$ cat config.mk
export PLATFORM = sky130hd
export DESIGN_NAME = cla_pipe_adder
export DESIGN_NICKNAME = d
export VERILOG_FILES = /design/src/rtl/cla_pipe_adder.sv
export SDC_FILE = /design/constraint.sdc
export NUM_CORES = 1
export LEC_CHECK = 0
export CORE_MARGIN = 2
export CORE_UTILIZATION = 30
export CTS_BUF_LIST = sky130_fd_sc_hd__clkbuf_8
export CTS_CLUSTER_DIAMETER = 200
export CTS_CLUSTER_SIZE = 12
export DETAILED_ROUTE_END_ITERATION = 8
export GPL_ROUTABILITY_DRIVEN = 1
export PLACE_DENSITY = 0.6
export SYNTH_ARGS = -nofsm -noshare
export SYNTH_HDL_FRONTEND = slang
export SYNTH_SLANG_ARGS = --single-unit
$ cat constraint.sdc
create_clock -name clk -period 6.81 [get_ports clk]
set_input_delay 1.0215 -clock clk [delete_from_list [all_inputs] [get_ports clk]]
set_output_delay 1.0215 -clock clk [all_outputs]
set_load 0.05 [all_outputs]
$ cat src/rtl/cla_pipe_adder.sv
// Pipelined carry-lookahead adder: WIDTH bits split into STAGES chunks, one chunk per stage.
// Define CLA_PIPE_OVF_EN to add a registered signed-overflow output (ovf).
module cla_pipe_adder #(
    parameter int WIDTH  = 32,
    parameter int STAGES = 4
) (
    input  logic             clk,
    input  logic             reset,
    input  logic             in_valid,
    output logic             in_ready,
    input  logic [WIDTH-1:0] a,
    input  logic [WIDTH-1:0] b,
    input  logic             ci,
    output logic             out_valid,
    input  logic             out_ready,
    output logic [WIDTH-1:0] s,
    output logic             co
`ifdef CLA_PIPE_OVF_EN
    ,
    output logic             ovf
`endif
);

    localparam int CHUNK = WIDTH / STAGES;

    // Flattened lookahead: each carry is a sum of generate terms gated by the
    // product of the propagates above them, so no carry depends on another.
    function automatic logic [CHUNK:0] cla_carries(
        input logic [CHUNK-1:0] x,
        input logic [CHUNK-1:0] y,
        input logic             cin
    );
        logic [CHUNK-1:0] g;
        logic [CHUNK-1:0] p;
        logic [CHUNK:0]   c;
        logic             acc;
        logic             pp;
        g    = x & y;
        p    = x ^ y;
        c    = '0;
        c[0] = cin;
        for (int i = 0; i < CHUNK; i++) begin
            acc = g[i];
            pp  = p[i];
            for (int j = i - 1; j >= 0; j--) begin
                acc = acc | (g[j] & pp);
                pp  = pp & p[j];
            end
            acc      = acc | (cin & pp);
            c[i + 1] = acc;
        end
        return c;
    endfunction

    logic             adv;

    logic [WIDTH-1:0] a_q   [STAGES];
    logic [WIDTH-1:0] b_q   [STAGES];
    logic [WIDTH-1:0] s_q   [STAGES];
    logic             c_q   [STAGES];
    logic             v_q   [STAGES];

    logic [WIDTH-1:0] a_d   [STAGES];
    logic [WIDTH-1:0] b_d   [STAGES];
    logic [WIDTH-1:0] s_d   [STAGES];
    logic             c_d   [STAGES];
    logic             v_d   [STAGES];

    logic [WIDTH-1:0] a_src [STAGES];
    logic [WIDTH-1:0] b_src [STAGES];
    logic [WIDTH-1:0] s_src [STAGES];
    logic             c_src [STAGES];
    logic             v_src [STAGES];

    logic [CHUNK:0]   carries_w [STAGES];

    assign adv       = !out_valid || out_ready;
    assign in_ready  = adv;
    assign s         = s_q[STAGES-1];
    assign co        = c_q[STAGES-1];
    assign out_valid = v_q[STAGES-1];

    // Stage 0 is fed from the ports; every later stage from its predecessor.
    genvar gi;
    generate
        for (gi = 0; gi < STAGES; gi++) begin : g_src
            if (gi == 0) begin : g_first
                assign a_src[gi] = a;
                assign b_src[gi] = b;
                assign s_src[gi] = '0;
                assign c_src[gi] = ci;
                assign v_src[gi] = in_valid;
            end else begin : g_next
                assign a_src[gi] = a_q[gi-1];
                assign b_src[gi] = b_q[gi-1];
                assign s_src[gi] = s_q[gi-1];
                assign c_src[gi] = c_q[gi-1];
                assign v_src[gi] = v_q[gi-1];
            end
        end
    endgenerate

    always_comb begin
        for (int k = 0; k < STAGES; k++) begin
            a_d[k]       = a_src[k];
            b_d[k]       = b_src[k];
            s_d[k]       = s_src[k];
            v_d[k]       = v_src[k];
            carries_w[k] = cla_carries(a_src[k][k*CHUNK +: CHUNK],
                                       b_src[k][k*CHUNK +: CHUNK],
                                       c_src[k]);
            s_d[k][k*CHUNK +: CHUNK] = a_src[k][k*CHUNK +: CHUNK]
                                     ^ b_src[k][k*CHUNK +: CHUNK]
                                     ^ carries_w[k][CHUNK-1:0];
            c_d[k]       = carries_w[k][CHUNK];
        end
    end

    always_ff @(posedge clk or posedge reset) begin
        if (reset) begin
            for (int k = 0; k < STAGES; k++) begin
                a_q[k] <= '0;
                b_q[k] <= '0;
                s_q[k] <= '0;
                c_q[k] <= 1'b0;
                v_q[k] <= 1'b0;
            end
        end else if (adv) begin
            for (int k = 0; k < STAGES; k++) begin
                a_q[k] <= a_d[k];
                b_q[k] <= b_d[k];
                s_q[k] <= s_d[k];
                c_q[k] <= c_d[k];
                v_q[k] <= v_d[k];
            end
        end
    end

`ifdef CLA_PIPE_OVF_EN
    logic ovf_q;
    logic ovf_d;

    // Carry into the MSB versus carry out of it, both from the last chunk.
    assign ovf_d = carries_w[STAGES-1][CHUNK] ^ carries_w[STAGES-1][CHUNK-1];
    assign ovf   = ovf_q;

    always_ff @(posedge clk or posedge reset) begin
        if (reset) begin
            ovf_q <= 1'b0;
        end else if (adv) begin
            ovf_q <= ovf_d;
        end
    end
`endif

endmodule

==> results.json, run 1 <==
{
  "status": "completed",
  "synth.top_cells.by_area": "dfrtp_1 (57%), nand2_1 (22%), ha_1 (5.0%)",
  "die_w_um": 168,
  "cp.required_ps": 5790,
  "endpoint_kind": "primary output",
  "cts_hold_buf": 0,
  "vias": 5839,
  "grt_overflow": 0,
  "htreeDepth": 4,
  "fin_tns_setup_ps": 0,
  "fin_crit_ps": 4230,
  "clock-sinks": 184,
  "combPwrFrac_pct": 44.0,
  "swShare_pct": 42.8,
  "path_class": "input port to primary output",
  "crit_top_cell": "clkdlybuf4s50_1",
  "place_congestion": 0.735,
  "ys_top_cells_by_count": "nand2_1 (470), dfrtp_1 (184), ha_1 (32)",
  "switching_power_w": 0.00195,
  "use_met2_pct": 17.8,
  "final_area_um2": 9770,
  "cts_tree": "built",
  "hold_viol": 0,
  "synthFlopType": "dfrtp_1",
  "die_height_um": 168,
  "clock.fmax_ghz": 0.237,
  "total_leakage_power_nw": 4.84,
  "worst_path_largest_cell_delay_ps": 970,
  "synth_edf_count": 0,
  "grt_max_degree": 186,
  "syn_avg_cell_area_um2": 8.95,
  "drv_slew": 0,
  "grt_use_met3_pct": 3.10,
  "crit_fanout": 117,
  "cts_root_buf": "clkbuf_8",
  "synthDistinctLibCells": 40,
  "setup_viol": 0,
  "fp.coreArea_um2": 26200,
  "port_buffers": 103,
  "holdWs_ps": 467,
  "intPower_w": 0.00261,
  "syn_inst": 898,
  "hold_path_class": "register to register",
  "yosys_warnings": 0,
  "antenna_left": 0,
  "worst-path-buf-inv": 3,
  "drtIter0Drc": 402,
  "yosysTopAreaCell": "dfrtp_1",
  "ys_ff_latch": 184,
  "synth_top_area_share_pct": 57.3,
  "place_area_um2": 9380,
  "cts.reportedPaths.clkPinSlew_ps": 100,
  "r2r_cells": 6,
  "netlist_area_um2": 8040,
  "clock_latency_ps": 460,
  "met1_usage_pct": 17.9,
  "cts_buffers": 17,
  "worstSetupPathDepth": 4,
  "yosysMostFrequentCell": "nand2_1",
  "setup.worst_path.start_class": "input port",
  "grt_pass1_vias": 5622,
  "row_count": 59,
  "pwr-share-clk_pct": 15.9,
  "finalPower_w": 0.00456,
  "vias_per_cell": 4.39,
  "fin_util_pct": 37.3,
  "maxCapViolCount": 0,
  "async_reset_ff_share_pct": 100,
  "nNetsFinal": 1087,
  "avgRoutedWirePerCell_um": 12.3,
  "post_cts_resized": 0,
  "holdPathStages": 2,
  "p_per_area_nw_per_um2": 467,
  "cts_buffer_depth": 2,
  "crit_slowest_cell": "clkdlybuf4s50_1",
  "rsz0062_at_grt": "no",
  "antenna_found_initial": 0,
  "route.detailed.drc": 0,
  "dieArea_um2": 28100,
  "drtPass1Iterations": 6,
  "grt_pass1_wl_um": 28000,
  "cts_setup_buffers": 0,
  "ys_seq_area_share_pct": 57.3,
  "pin_count": 104,
  "antenna_cells": 0,
  "busiest_layer": "met1",
  "drive_gt1_share_pct": 4.22,
  "pwr-share-seq_pct": 40.2,
  "regArea_um2": 4600,
  "initial_core_util_pct": 30.7,
  "finClkSkew_ps": 16.2,
  "worstPathArrival_ps": 3210,
  "fill_cells": 2660,
  "crit_path_cell_trace": "clkdlybuf4s50_1 -> nor2b_4 -> inv_6 -> clkdlybuf4s50_1",
  "synth_nets": 1003,
  "worst_pin_slew_ps": 902,
  "hpwl_um": 10500,
  "finalWirelength_um": 16300,
  "area_growth_pct": 21.5,
  "post-route-period-util_pct": 62.1,
  "slew_headroom_pct": 39.9,
  "track_usage_pct": 12.2,
  "crit_family": "buffers and inverters",
  "ir_worst_vdd_uv": 433,
  "multi_input_area_um2": 3250
}
[registers in the layout (all words and copies together), names as in the netlist]
signal / cells
a_d: 48
b_d: 48
c_q: 3
co: 1
out_valid: 1
s: 32
s_d: 48
v_d: 3
[cell usage in the layout (no fill, tap or decap), drive strengths merged, types with 14 or more instances in the layout]
cell type	netlist	layout
nand2	470	470
a21oi	28	28
nor2	29	29
clkdlybuf4s50	0	103
o21ai	14	14
inv	7	16
ha	32	32
clkbuf	23	17
dfrtp	184	184
xnor2	16	16
[worst paths after layout]
check	startpoint	end	slack, ps
worst max-delay path	out_ready	in_ready	2580
worst min-delay path	a_d[61]$_DFFE_PP0P_	a_d[29]$_DFFE_PP0P_	470
worst max register to register	out_valid$_DFFE_PP0P_	s_d[47]$_DFFE_PP0P_	4300
worst min register to register	a_d[61]$_DFFE_PP0P_	a_d[29]$_DFFE_PP0P_	470
max in group asynchronous	reset	b_d[89]$_DFFE_PP0P_	4340
min in group asynchronous	reset	b_d[72]$_DFFE_PP0P_	1110
[power by group through the flow]
stage               Clock (W)  Combinational, W  Sequential [W]
floorplan                   0           0.00117         0.00214
global placement            0           0.00199         0.00185
detailed placement          0           0.00203         0.00186
CTS                  0.000757           0.00204         0.00184
global route         0.000808           0.00226         0.00190
finish               0.000724           0.00201         0.00183
[through the flow]
stage / setup WS, ps / cells
after floorplan: 788 / 898
after global placement: 2590 / 1298
after detailed placement: 2580 / 1298
after CTS: 2580 / 1330
after global routing: 2470 / 1330
final: 2580 / 1330
[worst min-delay path, cell delays in order (launching register included)]
cell,delay [ps]
dfrtp_1,350
nand2_1,50
nand2_1,50
[metal layers]
metal | wire [um] | part of all wire [%]
met1 | 8460 | 52
met2 | 7100 | 44
met3 | 522 | 3.2
met4 | 233 | 1.4
met5 | 0 | 0
[layout make-up]
| cell class | count | area share (%) |
|---|---|---|
| flip-flops and latches | 184 | 47.1 |
| multi-input cells | 666 | 33.3 |
| well taps | 335 | 4.29 |
| repair buffers | 106 | 10.9 |
| clock inverters | 15 | 1.61 |
| inverters | 7 | 0.397 |
| clock buffers | 17 | 2.40 |
[cell families after synthesis]
| logic type | count (synthesis) | share of synthesized area [%] |
|---|---|---|
| AO/OA/AOI/OAI | 76 | 6.15 |
| flip-flops | 184 | 57.3 |
| XOR/XNOR | 20 | 2.18 |
| AND/OR/NAND/NOR | 534 | 26.0 |
| adder cells (fa/ha/maj) | 36 | 5.98 |
| buffers and inverters | 48 | 2.41 |
Note: power is estimated with default switching activity, not from simulation.
==> run 2, diff against run 1 <==
==> constraint.sdc (replaced) <==
create_clock -name clk -period 3.95 [get_ports clk]
set_input_delay 0.5925 -clock clk [delete_from_list [all_inputs] [get_ports clk]]
set_output_delay 0.5925 -clock clk [all_outputs]
set_load 0.05 [all_outputs]
==> run 2 against run 1 <==
Effect of this change: sequential power rose by 73%; global-route usage fell by 0.064 points; count of clock-buffer cells in the layout did not move; critical path depth did not move; die area did not move.
==> results.json, run 2 (synthesis results as in run 1) <==
{
  "path_class": "input port to primary output",
  "avgRoutedWirePerCell_um": 12.2,
  "antenna_cells": 0,
  "status": "completed",
  "drtIter0Drc": 351,
  "finalWirelength_um": 16300,
  "die_height_um": 168,
  "route.detailed.drc": 0,
  "maxCapViolCount": 0,
  "worst_pin_slew_ps": 790,
  "cts_setup_buffers": 0,
  "cts.reportedPaths.clkPinSlew_ps": 100,
  "hold_path_class": "input port to async pin",
  "drive_gt1_share_pct": 4.61,
  "crit_slowest_cell": "clkdlybuf4s50_1",
  "die_w_um": 168,
  "port_buffers": 103,
  "crit_family": "buffers and inverters",
  "cp.required_ps": 3360,
  "finalPower_w": 0.00785,
  "post-route-period-util_pct": 60.4,
  "post_cts_resized": 0,
  "hold_viol": 0,
  "worstPathArrival_ps": 1790,
  "cts_tree": "built",
  "initial_core_util_pct": 30.7,
  "row_count": 59,
  "clock.fmax_ghz": 0.419,
  "fin_tns_setup_ps": 0,
  "endpoint_kind": "primary output",
  "htreeDepth": 4,
  "fin_crit_ps": 2390,
  "grt_max_degree": 186,
  "vias": 5815,
  "cts_buffers": 17,
  "total_leakage_power_nw": 4.85,
  "clock_latency_ps": 470,
  "cts_hold_buf": 0,
  "dieArea_um2": 28100,
  "place_congestion": 0.746,
  "antenna_left": 0,
  "cts_buffer_depth": 2,
  "area_growth_pct": 22.0,
  "setup_viol": 0,
  "p_per_area_nw_per_um2": 801,
  "grt_overflow": 0,
  "crit_path_cell_trace": "clkdlybuf4s50_1 -> nor2b_4 -> inv_6 -> buf_12",
  "worst-path-buf-inv": 3,
  "fin_util_pct": 37.4,
  "crit_fanout": 72,
  "grt_pass1_vias": 5660,
  "layout.cells.non_filler": 1333,
  "slew_headroom_pct": 47.3,
  "layout_commonest_cell": "nand2_1",
  "nNetsFinal": 1090,
  "setup.worst_path.start_class": "input port",
  "fp.coreArea_um2": 26200,
  "final_cell_mix": "nand2_1 (470), dfrtp_1 (184), clkdlybuf4s50_1 (102)",
  "worst_path_largest_cell_delay_ps": 500,
  "hpwl_um": 10800,
  "drtPass1Iterations": 4,
  "place_inst": 1301,
  "track_usage_pct": 12.1,
  "pin_count": 104,
  "ir_worst_vdd_uv": 768,
  "grt_pass1_wl_um": 27700,
  "drv_slew": 0,
  "cts_root_buf": "clkbuf_8",
  "finClkSkew_ps": 15.1,
  "clock-sinks": 184,
  "vias_per_cell": 4.36,
  "rsz0062_at_grt": "no",
  "antenna_found_initial": 0
}
-- run 2: changes by cell type in the layout (fill, tap and decap cells not counted), sizes merged --
cell | before | now
buf | 3 | 7
inv | 16 | 12
clkinv | 6 | 8
clkinvlp | 0 | 2
clkdlybuf4s50 | 103 | 102
-- run 2: power breakdown --
part / leakage, nW / switching [W] / internal, W / total (W)
combinational: 2.44 / 0.00213 / 0.00134 / 0.00347
clock: 0.196 / 0.000753 / 0.000471 / 0.00122
sequential: 2.21 / 0.000456 / 0.00270 / 0.00316
total: 4.85 / 0.00334 / 0.00451 / 0.00785
-- run 2: metrics by stage --
step | setup slack [ps] | hold WS [ps] | area (um^2)
2_1_floorplan | 993 | 430 | 8040
3_3_place_gp | 1410 | 448 | 9420
3_5_place_dp | 1440 | 455 | 9420
4_1_cts | 1560 | 356 | 9810
5_1_grt | 1470 | 371 | 9810
6_report | 1560 | 384 | 9810
-- run 2: area by class of cell --
class	count	area [um^2]
Multi-Input combinational cell	666	3250
Clock buffer	17	234
Timing Repair Buffer	109	1110
Tap cell	335	419
Clock inverter	15	158
Fill cell	2717	16400
Sequential cell	184	4600
Inverter	7	35.0
-- run 2: worst register-to-register path, stage by stage, from the launching register on --
cell and delay [ps]:
dfrtp_1 400, ha_1 350, and3_1 200, a22oi_1 410, nor2b_1 220, xor2_1 250
a21oi_1 110
-- run 2: final timing paths --
| path | start | end | slack, ps | cells after the start |
|---|---|---|---|---|
| min reg2reg | a_d[57]$_DFFE_PP0P_ | a_d[25]$_DFFE_PP0P_ | 470 | 2 |
| max in group asynchronous | reset | b_d[54]$_DFFE_PP0P_ | 2660 | 3 |
| min | reset | c_q[3]$_DFFE_PP0P_ | 380 | 2 |
| max | out_ready | in_ready | 1560 | 4 |
| max reg2reg | a_d[25]$_DFFE_PP0P_ | s[28]$_DFFE_PP0P_ | 1880 | 6 |
| min in group clk | a_d[57]$_DFFE_PP0P_ | a_d[25]$_DFFE_PP0P_ | 470 | 2 |
-- run 2: metal layers --
metal | vias up | share of wire [%] | GRT usage [%]
met1 | 2681 | 53 | 17.7
met3 | 21 | 2.1 | 2.32
met2 | 88 | 43 | 17.8
li1 | 3025 | - | -
met5 | - | 0 | 0
met4 | 0 | 2.1 | 4.76
